**config.mk**
```make
export PLATFORM = sky130hd
export DESIGN_NAME = replay_write_sequencer
export DESIGN_NICKNAME = d
export VERILOG_FILES = /design/src/rtl/replay_write_sequencer_pkg.sv /design/src/rtl/replay_write_sequencer_edge_gate.sv /design/src/rtl/replay_write_sequencer.sv
export SDC_FILE = /design/constraint.sdc
export NUM_CORES = 1
export LEC_CHECK = 0
export CAP_MARGIN = 25
export CELL_PAD_IN_SITES_DETAIL_PLACEMENT = 1
export CELL_PAD_IN_SITES_GLOBAL_PLACEMENT = 1
export CORE_MARGIN = 3
export CORE_UTILIZATION = 30
export DETAILED_ROUTE_END_ITERATION = 10
export DONT_BUFFER_PORTS = 1
export PLACE_DENSITY_LB_ADDON = 0.08
export SLEW_MARGIN = 5
export SYNTH_ARGS = -nofsm -noshare
export SYNTH_HDL_FRONTEND = slang
export SYNTH_HIERARCHICAL = 1
export SYNTH_SLANG_ARGS = --single-unit
```
**constraint.sdc**
```tcl
create_clock -name clk -period 3.2 [get_ports clk]
set_input_delay 0.48 -clock clk [delete_from_list [all_inputs] [get_ports clk]]
set_output_delay 0.48 -clock clk [all_outputs]
set_load 0.05 [all_outputs]
```
**src/rtl/replay_write_sequencer_pkg.sv**
```systemverilog
// Shared types and width helper for the replay buffer write-side sequencer.
package replay_pkg;

    typedef enum logic [1:0] {
        IDLE    = 2'd0,
        CAPTURE = 2'd1,
        HOLD    = 2'd2
    } rseq_state_t;

    function automatic int idx_w(input int depth);
        return $clog2(depth) + 1;
    endfunction

endpackage

```
**src/rtl/replay_write_sequencer_edge_gate.sv**
```systemverilog
// Per-line first-spike detector: rising-edge detect, once-per-window fired mask,
// and the OR-reduced "edge seen while holding" indication.
module spike_edge_gate #(
    parameter int P = 64
) (
    input  logic         clk,
    input  logic         rst,
    input  logic         clr,
    input  logic         en_cap,
    input  logic         en_hold,
    input  logic [P-1:0] spk,
    output logic [P-1:0] pulse,
    output logic         late_hit
);

    logic [P-1:0] s_prev;
    logic [P-1:0] fired;
    logic [P-1:0] edge_v;

    assign edge_v   = spk & ~s_prev;
    assign pulse    = edge_v & ~fired & {P{en_cap}};
    assign late_hit = en_hold & (|edge_v);

    // NOTE: the fired mask is a plain flop vector, not a RAM, so it takes the reset
    // like any other state and is also cleared every cycle spent idle.
    always_ff @(posedge clk) begin
        if (rst) begin
            s_prev <= '0;
            fired  <= '0;
        end else begin
            s_prev <= spk;
            if (clr) begin
                fired <= '0;
            end else begin
                fired <= fired | pulse;
            end
        end
    end

endmodule

```
**src/rtl/replay_write_sequencer.sv**
```systemverilog
// Write-side sequencer for the replay buffer: gamma-framed capture FSM, slot counter,
// first-spike pulses for two sources. Optional input synchronizer: REPLAY_SEQ_SPIKE_SYNC_EN.
module replay_write_sequencer
    import replay_pkg::*;
#(
    parameter  int P            = 64,
    parameter  int BUFFER_DEPTH = 16,
    localparam int IDX_W        = idx_w(BUFFER_DEPTH)
) (
    input  logic             clk,
    input  logic             rst,
    input  logic             grst,
    input  logic [P-1:0]     spk_a,
    input  logic [P-1:0]     spk_b,
    output logic [IDX_W-1:0] wr_idx,
    output logic             start_count,
    output logic [P-1:0]     data_in1,
    output logic [P-1:0]     data_in2,
    output logic             buf_sel,
    output logic             short_err,
    output logic             late_err
);

    localparam logic [IDX_W-1:0] LAST_SLOT = IDX_W'(BUFFER_DEPTH - 1);

    rseq_state_t      state;
    logic [IDX_W-1:0] cnt;
    logic             grst_q;
    logic             fall;
    logic             rise;
    logic [P-1:0]     s_a;
    logic [P-1:0]     s_b;
    logic [P-1:0]     pulse_a;
    logic [P-1:0]     pulse_b;
    logic             late_a;
    logic             late_b;

    assign fall = grst_q & ~grst;
    assign rise = ~grst_q & grst;

`ifdef REPLAY_SEQ_SPIKE_SYNC_EN
    logic [P-1:0] a_meta, a_sync, b_meta, b_sync;

    always_ff @(posedge clk) begin
        if (rst) begin
            a_meta <= '0;
            a_sync <= '0;
            b_meta <= '0;
            b_sync <= '0;
        end else begin
            a_meta <= spk_a;
            a_sync <= a_meta;
            b_meta <= spk_b;
            b_sync <= b_meta;
        end
    end

    assign s_a = a_sync;
    assign s_b = b_sync;
`else
    assign s_a = spk_a;
    assign s_b = spk_b;
`endif

    spike_edge_gate #(.P(P)) u_gate_a (
        .clk      (clk),
        .rst      (rst),
        .clr      (state == IDLE),
        .en_cap   (state == CAPTURE),
        .en_hold  (state == HOLD),
        .spk      (s_a),
        .pulse    (pulse_a),
        .late_hit (late_a)
    );

    spike_edge_gate #(.P(P)) u_gate_b (
        .clk      (clk),
        .rst      (rst),
        .clr      (state == IDLE),
        .en_cap   (state == CAPTURE),
        .en_hold  (state == HOLD),
        .spk      (s_b),
        .pulse    (pulse_b),
        .late_hit (late_b)
    );

    // NOTE: every state/output register below uses <= so all of them see the
    // pre-edge values of state and cnt, which is what pairs a pulse with its slot.
    always_ff @(posedge clk) begin
        if (rst) begin
            state       <= IDLE;
            cnt         <= '0;
            grst_q      <= 1'b0;
            start_count <= 1'b0;
            buf_sel     <= 1'b0;
            short_err   <= 1'b0;
        end else begin
            grst_q <= grst;
            case (state)
                IDLE: begin
                    if (fall) begin
                        state       <= CAPTURE;
                        cnt         <= '0;
                        start_count <= 1'b1;
                    end
                end
                CAPTURE: begin
                    // A rise on the last slot is a normal completion, not a short window.
                    if (rise) begin
                        state       <= IDLE;
                        start_count <= 1'b0;
                        buf_sel     <= ~buf_sel;
                        if (cnt != LAST_SLOT) begin
                            short_err <= 1'b1;
                        end
                    end else if (cnt == LAST_SLOT) begin
                        state <= HOLD;
                    end else begin
                        cnt <= cnt + IDX_W'(1);
                    end
                end
                HOLD: begin
                    if (rise) begin
                        state       <= IDLE;
                        start_count <= 1'b0;
                        buf_sel     <= ~buf_sel;
                    end
                end
                default: begin
                    state       <= IDLE;
                    start_count <= 1'b0;
                end
            endcase
        end
    end

    always_ff @(posedge clk) begin
        if (rst) begin
            wr_idx   <= '0;
            data_in1 <= '0;
            data_in2 <= '0;
            late_err <= 1'b0;
        end else begin
            if (state == CAPTURE) begin
                wr_idx <= cnt;
            end
            data_in1 <= pulse_a;
            data_in2 <= pulse_b;
            if (late_a | late_b) begin
                late_err <= 1'b1;
            end
        end
    end

endmodule

```
* Word level (Yosys, flattened, before mapping)
Index checks and enable logic that the tools add are counted.
** Storage, ports and cells
- Register bits after elaboration :: 401
- Input port bits :: 131
** Cells by class
- Add/subtract/negate cells :: 1
- Equality and inequality tests :: 10
- Mux-type cells :: 12
- Bitwise logic cells :: 20
- Reduce and logical (&&, ||, !) cells :: 11
** Operators by type and width (number)
- $and A64 B64 Y64 :: 6
- $not A64 Y64 :: 4
- $or A64 B64 Y64 :: 2
- $reduce_or A64 Y1 :: 2
- $mux W5 :: 3
- $pmux W5 S2 :: 1
- $mux W2 :: 4
- $ne A2 B2 Y1 const B :: 4
- $pmux W2 S3 :: 1
- $reduce_and A3 Y1 :: 2
- $add A5 B1 Y5 const B :: 1
- $eq A5 B4 Y1 const B :: 1
- $ne A5 B4 Y1 const B :: 1
- $and A1 B1 Y1 :: 4
- $reduce_and A2 Y1 :: 2
- $reduce_and A4 Y1 :: 1
- $reduce_or A2 Y1 :: 2
- $ne A3 B3 Y1 const B :: 1
- $not A1 Y1 :: 3
- $eq A2 B1 Y1 const B :: 1
- $eq A2 B2 Y1 const B :: 1
- $logic_not A2 Y1 :: 1
- $mux W1 :: 2
- $ne A2 B1 Y1 const B :: 1
- 3 further kinds :: 3

* Longest topological paths before layout
- Depth in word-level cells :: 5
- Depth in mapped cells :: 8

* Hierarchy
The synthesis kept the hierarchy.
** By module, submodules not included
- spike_edge_gate :: times used 2, cells an instance 562, area an instance 4784.6 µm², sequential area each 2562.5 µm²
- replay_write_sequencer :: times used 1, cells an instance 362, area an instance 4264.1 µm², sequential area each 2902.8 µm²

* Worst setup path before layout
Ideal clock, no wire load.
- Path type :: register to register
- Start point :: register cnt[0]
- End point :: register cnt[4]
- Library setup time :: 0.067 ns
- Arrival :: 1.768 ns
- Setup slack :: 1.364 ns
- Stages on the path, launching flop included :: 8
- Path buffers :: 1
- Cell sequence :: dfxtp_1 ha_1 and3_1 ha_1 nand2b_1 buf_6 or4_4 a21oi_2
** Between the ends
- Cells in the longest elaborated chain, start to end :: 4
** RTL lines
- start: declaration :: line replay_write_sequencer.sv:27 : logic [IDX_W-1:0] cnt;
- start signal: assignment :: line replay_write_sequencer.sv:119 : cnt <= cnt + IDX_W'(1);
- $add A5 B1 Y5 :: line replay_write_sequencer.sv:119
- $mux W5 :: line replay_write_sequencer.sv:116 : end else if (cnt == LAST_SLOT) begin
- $mux W5 :: line replay_write_sequencer.sv:109 : if (rise) begin
- $pmux W5 S2 :: line replay_write_sequencer.sv:99 : case (state)
Parallel ways exist; a longest one is shown, timed or not. The select of a mux whose other input is x is not followed.
A chain may end at the register's enable or synchronous reset.

* Worst setup path after layout
- Start point :: register cnt[0]
- End point :: register cnt[2]
Same word-level chain as after synthesis.

==> out/qor.yml <==
drt:
  wl_met1_um: 15980
  top_layer_used: "met4"
  wl_met2_um: 18290
  post_drt_via_cell_ratio: 4.462
  avgRoutedWirePerCell_um: 17.89
  dr.pass1.iters: 4
  drtIter0Drc: 326
  num_vias: 9503
  met3WireLength_um: 3079
  final_antenna_net_count: 0
  drt_wl_total_um: 38120
  drc: 0
global_route:
  antenna_found_initial: 1
  grt_max_degree: 140
  grt_pass1_vias: 9523
  grt_pass1_wl_um: 57290
  overflow: 0
  grt.total_usage_pct: 15.39
timing:
  finalSetupViolations: 0
  min_period_ns: 2.187
  setup_tns_ns: 0
  slew_viol_final: 0
  tightest_slew_ns: 0.6738
  hold_viol: 0
  rsz0062_at_grt: "no"
  max_freq_mhz: 457.3
  fin_crit_sh_pct: 68.34
  fin_skew_ns: 0.01708
  slew_headroom_pct: 55.08
layout:
  drive_gt1_share_pct: 7.788
  finalInstanceArea_um2: 16140
  nets: 1633
  area_growth_pct: 16.64
  final_common_cell: "dfxtp_1"
  nFillCells: 5205
  final_cell_mix: "401 x dfxtp_1, 356 x nor2b_1, 269 x nor2_1, 134 x a21oi_1, 130 x nand2_1"
  layoutNonFillerInstCount: 2130
  final_util_pct: 35.48
synthesis:
  synth_nets: 1622
  syn_avg_cell_area_um2: 9.309
  syn_inst: 1486
  syn_area_um2: 13830
  synth.ff_latch_count: 401
  ys_seq_area_share_pct: 58.03
  yosys_warnings: 6
  synthDistinctLibCells: 39
critical_path:
  regToRegSetupSlack_ns: 1.01
  arrival_ns: 2.66
  rr_worst_depth: 7
  path_class: "reg -> reg"
  worst_ep_required_time_ns: 3.67
  startpoint_type: "register"
  reg2reg_to: "cnt[2]"
  worst-path-max-fanout: 11
  cp-end-kind: "register"
  critPathCapture: "cnt[2]"
  r2r-start: "cnt[0]"
  startpoint: "cnt[0]"
clock_network:
  clk_path_buf_depth: 3
  cts_buffers: 46
  htree_levels: 2
  clkSinkCount: 401
  insertion_delay_ns: 0.57
  root_buffer: "clkbuf_16"
  post_cts.repair.setup_buffers: 0
  cts_tree: "done"
  cts.clk_slew.worst_paths_ns: 0.06
placed_design:
  placedInstanceArea_um2: 14400
  routabilityCongestion: 0.7260
  io_buffer_count: 0
  dp.cells: 2019
  hpwl_um: 24560
floorplanning:
  std_cell_rows: 78
  start_util_pct: 30.42
  die_w_um: 220.7
  die_y_um: 220.7
  die-area_um2: 48720
  io_pins: 268
  coreArea_um2: 45480
power:
  ir_drop_uv: 398.0
  pwr_density_cell_nw_per_um2: 706.5
  static-leakage-power_nw: 6.158
job:
  timing.max_cap.violations: 0
worst_hold_path:
  min_path_type: "in -> reg"
status:
  status: "finished, final reports clean"
[critical path: stages, from the launching register on]
cell      delay, ns
dfxtp_1        0.34
ha_1           0.24
and3_1         0.19
ha_1           0.19
nand2b_1       0.33
nor3_1         0.48
o21ai_0        0.15
a31oi_1        0.19
[final cells by class]
type | instances | area [um2] | share of cell area (%)
sequential | 401 | 8028 | 49.75
antenna | 2 | 5.005 | 0.03102
multi-input combinational | 1006 | 5502 | 34.10
clock buffer | 74 | 1368 | 8.475
timing repair buffer | 37 | 430.4 | 2.667
tap | 600 | 750.7 | 4.653
inverter | 5 | 21.27 | 0.1318
clock inverter | 5 | 31.28 | 0.1939
[logic make-up (layout without fill, tap and decap cells)]
kind of cell    after synthesis  after routing  share of synthesized area, %
other cells                   0              2                             0
flops                       401            401                         58.03
buf+inv                      79            121                         2.288
fa+ha+maj                     5              5                        0.4522
compound gates              152            152                         5.915
simple gates                843            843                         32.89
xor+xnor                      1              1                       0.06333
mux                           5              5                        0.3618
[layer usage]
metal  global-route usage (%)  vias up
li1                         -     4739
met1                    18.19     4520
met2                    26.10      187
met3                    5.658       57
met4                    4.649        0
met5                        0        -
[synthesized netlist by cell type, drive strengths merged]
master	count	area, um2
nand3	3	15.01
a21oi	136	688.2
inv	5	21.27
a31oi	2	12.51
a211oi	1	7.510
nand2	130	488.0
buf	17	81.33
o41a	2	22.52
nand3b	1	7.510
nor3	3	15.01
a21o	1	7.510
o211ai	5	37.54
or3	2	12.51
dfxtp	401	8028
nor4	32	250.2
or2b	1	8.760
xor2	1	8.760
or4	1	11.26
ha	5	62.56
nand4	8	50.05
a2111oi	1	8.760
nand2b	3	26.27
clkbuf	57	214.0
nor2	269	1010
a21boi	1	18.77
and3	1	6.260
or2	3	18.77
mux2i	5	50.05
nor2b	386	2630
o21ai	3	15.01
[flip-flops by register name, indices dropped and copies added (netlist names)]
signal,flops
wr_idx,5
u_gate_a/fired,64
state,2
data_in1,64
short_err,1
buf_sel,1
u_gate_b/s_prev,64
start_count,1
grst_q,1
u_gate_b/fired,64
u_gate_a/s_prev,64
data_in2,64
late_err,1
cnt,5
[where the power goes]
group          switching (mW)  leakage [nW]  internal (mW)
clock network            2.03         0.682           2.90
registers               0.350          3.27           5.18
logic                   0.580          2.20          0.360
total                    2.96          6.16           8.44
[timing repair]
item | CTS | global route
hold buffers | 30 | 0
resized for setup | 0 | 0
endpoints found under the hold margin | 145 | 0
[stage by stage]
step                      setup slack, ns  power [mW]  hold slack [ns]
after CTS                          0.9982       11.66        0.0003576
after global placement             0.7610       6.522           0.4473
after floorplan                     1.364       6.325           0.4374
after detailed placement           0.8397       6.534           0.4561
after global routing               0.7740       11.99          0.01229
final                               1.013       11.40          0.04859
[worst min path at each step]
stage | startpoint | end | slack [ns] | cells past startpoint
6_report | spk_a[20] | u_gate_a/s_prev[20] | 0.05 | 1
5_1_grt | spk_a[27] | u_gate_a/s_prev[27] | 0.01 | 1
3_5_place_dp | u_gate_b/fired[42] | u_gate_b/fired[42] | 0.46 | 2
4_1_cts | rst | data_in2[57] | 0.0004 | 1
2_1_floorplan | u_gate_a/fired[0] | u_gate_a/fired[0] | 0.44 | 2
3_3_place_gp | u_gate_b/fired[21] | u_gate_b/fired[21] | 0.45 | 2
(Power assumes the default switching activity.)
